--- config.mk ---
export PLATFORM = sky130hd
export DESIGN_NAME = sfp_ctrl
export DESIGN_NICKNAME = d
export VERILOG_FILES = /design/src/rtl/sfp_pkg.sv /design/src/rtl/sfp_ctrl.sv
export SDC_FILE = /design/constraint.sdc
export NUM_CORES = 1
export LEC_CHECK = 0
export BUFFER_PORTS_ARGS = -buffer_cell sky130_fd_sc_hd__buf_2
export CORE_AREA = 2 2 62 64
export DETAILED_ROUTE_END_ITERATION = 8
export DIE_AREA = 0 0 64 66
export PLACE_DENSITY = 0.87
export SYNTH_ARGS = -nofsm -noshare
export SYNTH_HDL_FRONTEND = slang
export SYNTH_SLANG_ARGS = --single-unit
--- constraint.sdc ---
create_clock -name clk -period 2.82 [get_ports clk]
set_clock_uncertainty 0.15 [all_clocks]
set_input_delay 0.141 -clock clk [delete_from_list [all_inputs] [get_ports clk]]
set_output_delay 0.141 -clock clk [all_outputs]
set_load 0.01 [all_outputs]
--- src/rtl/sfp_pkg.sv ---
// Shared definitions for the sfp special-function unit, its job sequencer and benches.
package sfp_pkg;

  localparam int unsigned BW      = 8;
  localparam int unsigned PSUM_BW = 16;
  localparam int unsigned LEN_BW  = 8;

  typedef enum logic [2:0] {
    IDLE = 3'd0,
    CLR  = 3'd1,
    ACC  = 3'd2,
    RELU = 3'd3,
    DONE = 3'd4
  } sfp_state_t;

endpackage

--- src/rtl/sfp_ctrl.sv ---
// Job sequencer for the sfp unit: clear, accumulate len accepted samples, optional ReLU, done pulse.
module sfp_ctrl
  import sfp_pkg::*;
#(
  parameter int unsigned len_bw  = LEN_BW,
  parameter int unsigned psum_bw = PSUM_BW
) (
  input  logic               clk,
  input  logic               reset,
  input  logic               start,
  input  logic [len_bw-1:0]  len,
  input  logic [psum_bw-1:0] thres_cfg,
  input  logic               relu_en,
  input  logic               abort,
  input  logic               in_valid,
  output logic               in_ready,
  output logic               sfp_clr,
  output logic               sfp_acc,
  output logic               sfp_relu,
  output logic [psum_bw-1:0] sfp_thres,
  output logic               busy,
  output logic               done
);

  sfp_state_t         r_state;
  sfp_state_t         w_next;
  logic [len_bw-1:0]  r_count;
  logic [len_bw-1:0]  r_len;
  logic               r_relu_en;
  logic [psum_bw-1:0] r_thres;
  logic               w_start_ok;
  logic               w_last;

  assign w_start_ok = (r_state == IDLE) && start;
  // Terminal compare against len-1 keeps the counter from ever wrapping.
  assign w_last     = in_valid && (r_count == (r_len - len_bw'(1)));

  always_ff @(posedge clk or negedge reset) begin
    if (!reset) begin
      r_state <= IDLE;
    end else begin
      r_state <= w_next;
    end
  end

  always_comb begin
    w_next = r_state;
    unique case (r_state)
      IDLE: begin
        if (start) begin
          w_next = (len != '0) ? CLR : DONE;
        end
      end
      CLR:  w_next = ACC;
      ACC: begin
        if (w_last) begin
          w_next = r_relu_en ? RELU : DONE;
        end
      end
      RELU: w_next = DONE;
      DONE: w_next = IDLE;
      default: w_next = IDLE;
    endcase
    if (abort && (r_state != IDLE)) begin
      w_next = IDLE;
    end
  end

  always_ff @(posedge clk or negedge reset) begin
    if (!reset) begin
      r_len     <= '0;
      r_relu_en <= 1'b0;
      r_thres   <= '0;
      r_count   <= '0;
    end else begin
      if (w_start_ok) begin
        r_len     <= len;
        r_relu_en <= relu_en;
        r_thres   <= thres_cfg;
      end
      if (r_state == CLR) begin
        r_count <= '0;
      end else if ((r_state == ACC) && in_valid) begin
        r_count <= r_count + len_bw'(1);
      end
    end
  end

  always_comb begin
    in_ready  = (r_state == ACC);
    sfp_clr   = (r_state == CLR);
    sfp_acc   = (r_state == ACC) && in_valid;
    sfp_relu  = (r_state == RELU);
    done      = (r_state == DONE);
    busy      = (r_state != IDLE);
    sfp_thres = r_thres;
  end

endmodule

==> impl_metrics.py <==
metrics = {
    "worst_setup_path": {
        "critPathLaunchType": "flip-flop",
        "cp_max_fo": 27,
        "end_kind": "flip-flop",
        "slowest_stage": "nor2_4",
        "r2r_slack_ns": 0.65,
        "reg2reg_depth": 3,
        "slowest_delay_ns": 0.58,
        "path_cells": "or3_1, nor2_4, mux2_2",
        "rr_endpoint": "sfp_thres[8]$_DFFE_PN0P_",
        "critical_path_required_ns": 2.90,
        "crit_type": "flip-flop to flip-flop",
        "crit_arrival_ns": 2.25,
        "r2r-start": "r_state[1]$_DFFE_PN0P_",
    },
    "yosys": {
        "netlist_area_sq_mm": 0.001724,
        "syn_nets": 180,
        "ys_warn_count": 0,
        "yosys_most_used_dff": "dfrtp_1",
        "syn_avg_cell_area_sq_um": 11.65,
        "synth_cell_types": 29,
        "netlist_instances": 148,
        "ys_seq_area_frac": 0.5225,
        "synth-async-reset-ratio": 1.000,
        "ys_ff_latch": 36,
        "synth_edf_count": 0,
    },
    "floorplan": {
        "die_h_um": 66,
        "ios": 52,
        "dieArea_sq_mm": 0.004224,
        "num_rows": 22,
        "coreArea_sq_mm": 0.003551,
        "die_x_um": 64,
        "initial_utilization": 0.4856,
    },
    "clock_network": {
        "root_buffer": "clkbuf_4",
        "cts_setup_buffers": 0,
        "clkSlewWorstSetupHoldPaths_ns": 0.10,
        "cts.sinks": 36,
        "numCtsBuffers": 5,
        "clockBufferDepth": 2,
        "clock_latency_ns": 0.34,
        "cts_hold_buf": 27,
        "htree_levels": 2,
        "cts_tree": "yes",
        "cts_resized": 0,
    },
    "cells_and_area": {
        "fillCellCount": 273,
        "num_antenna_cells": 0,
        "drive_gt1_frac": 0.3680,
        "final_common_cell": "buf_2",
        "final_cell_mix": "buf_2 (51), dfrtp_1 (36), dlygate4sd3_1 (27)",
        "fin_util": 0.6670,
        "areaGrowthSynthToFinish_pct": 37.37,
        "finalNetCount": 262,
        "finalNonFillerCells": 279,
    },
    "sta": {
        "fmax_ghz": 0.4616,
        "setup_slack_ns": 0.6535,
        "tightestPinTransition_ns": 0.7832,
        "setup_viol_count_final": 0,
        "setup_tns_ns": 0,
        "maxSlewViolCount": 0,
        "period_needed_ns": 2.167,
        "fin_crit_sh": 0.7683,
        "hold_viol_final": 0,
        "relSlewSlack": 0.4778,
        "rsz0062_at_grt": "false",
    },
    "grt": {
        "grt_pass1_vias": 1493,
        "grt_max_degree": 37,
        "gr-total-overflow": 0,
        "antenna_found_initial": 0,
        "grt_pass1_wl_mm": 6.789,
        "grt_usage": 0.2170,
    },
    "status": {
        "status": "completed",
    },
    "worst_hold_path": {
        "worstHoldStart": "start",
        "min_path_type": "input port to flip-flop",
        "hold-path-endpoint": "r_state[2]$_DFFE_PN0P_",
        "hold_depth": 3,
    },
    "detailed_routing": {
        "drc": 0,
        "postRouteAntennaNets": 0,
        "drt_iter0_markers": 94,
        "routed_wl_mm": 4.148,
        "drt_first_pass_iters": 4,
        "wl_per_cell_um": 14.87,
        "routed_via_density": 5.061,
        "num_vias": 1412,
    },
    "pwr": {
        "ir_worst_vdd_mv": 0.6069,
        "leakage_nw": 1.119,
        "p_per_area_mw_per_mm2": 931.1,
        "p_total_mw": 2.205,
    },
    "placement": {
        "place_congestion": 0.7922,
        "place_ws_ns": 0.7031,
        "portBuffers": 51,
        "dp_cells": 244,
        "dpl.hpwl_mm": 2.563,
    },
    "job": {
        "maxCapViolations": 0,
    },
}
[Yosys cell counts, drive strengths merged, types with 2 or more instances]
library cell  count  area (sq um)
o21ai             5         25.02
buf               4         25.02
dfrtp            36         900.9
a31oi             2         12.51
nand3             6         30.03
mux2             23         259.0
xnor2             7         61.31
nand2             5         18.77
nor2             16         67.56
xor2             11         96.34
nand4             2         12.51
nor3b             2         26.28
and2              2         12.51
nand2b            2         12.51
a21oi             3         15.01
nor3              3         15.01
nor4              6         37.54
inv               4         15.01
ha                2         25.02
[through the flow]
step	hold slack, ns	cell area [sq um]
floorplan	-0.3046	1724
global placement	0.1133	2022
detailed placement	0.1104	2022
CTS	0.03232	2369
global route	0.06585	2369
finish	0.06701	2369
[worst max-delay path by stage]
| stage | start | end | slack, ns | depth (start not counted) |
|---|---|---|---|---|
| 6_report | r_state[1]$_DFFE_PN0P_ | sfp_thres[8]$_DFFE_PN0P_ | 0.65 | 3 |
| 5_1_grt | r_len[3]$_DFFE_PN0P_ | r_state[0]$_DFFE_PN0P_ | 0.52 | 6 |
| 4_1_cts | r_len[3]$_DFFE_PN0P_ | r_state[0]$_DFFE_PN0P_ | 0.67 | 6 |
| 3_5_place_dp | r_len[3]$_DFFE_PN0P_ | r_state[0]$_DFFE_PN0P_ | 0.70 | 6 |
| 3_3_place_gp | r_state[2]$_DFFE_PN0P_ | r_len[3]$_DFFE_PN0P_ | 0.75 | 3 |
| 2_1_floorplan | r_state[2]$_DFFE_PN0P_ | r_len[2]$_DFFE_PN0P_ | 0.88 | 5 |
[power breakdown]
part | leakage, nW | switching, mW | internal, mW
combinational | 0.633 | 0.455 | 0.484
clock | 0.0422 | 0.170 | 0.186
sequential | 0.444 | 0.183 | 0.727
total | 1.12 | 0.808 | 1.40
[area by class of cell]
| cell class | count | area (sq um) | area share |
|---|---|---|---|
| repair buffers | 79 | 533.0 | 0.2250 |
| clock inverters | 2 | 35.03 | 0.01479 |
| inverters | 4 | 15.01 | 0.006339 |
| clock buffers | 6 | 41.29 | 0.01743 |
| well taps | 48 | 60.06 | 0.02536 |
| flip-flops and latches | 36 | 900.9 | 0.3803 |
| multi-input cells | 104 | 783.3 | 0.3307 |
[cell families (layout without fill, tap and decap cells)]
group | Yosys count | in the layout | synth area share
buffers and inverters | 8 | 91 | 0.02322
AND/OR/NAND/NOR | 48 | 48 | 0.1531
multiplexers | 24 | 24 | 0.1560
XOR/XNOR | 18 | 18 | 0.09144
adder cells (fa/ha/maj) | 2 | 2 | 0.01451
AO/OA/AOI/OAI | 12 | 12 | 0.03918
flip-flops | 36 | 36 | 0.5225
[layer usage]
metal | track usage | vias to the layer above | wire length, um
met5 | 0 | - | 0
met4 | 0.08424 | 0 | 62
met3 | 0.06985 | 8 | 305
met2 | 0.3776 | 56 | 2035
met1 | 0.2475 | 667 | 1744
li1 | - | 681 | -
[registers in the layout, summed over array words and instances, names as in the netlist]
| register | cells |
|---|---|
| sfp_thres | 16 |
| r_state | 3 |
| r_len | 8 |
| r_relu_en | 1 |
| r_count | 8 |
[critical path: cells and delay by family (launching register included)]
kind | cells | cell delay, ns
AND/OR/NAND/NOR | 2 | 1.03
flip-flops | 1 | 0.45
multiplexers | 1 | 0.42
No activity file was read; power rests on OpenSTA's default activity.
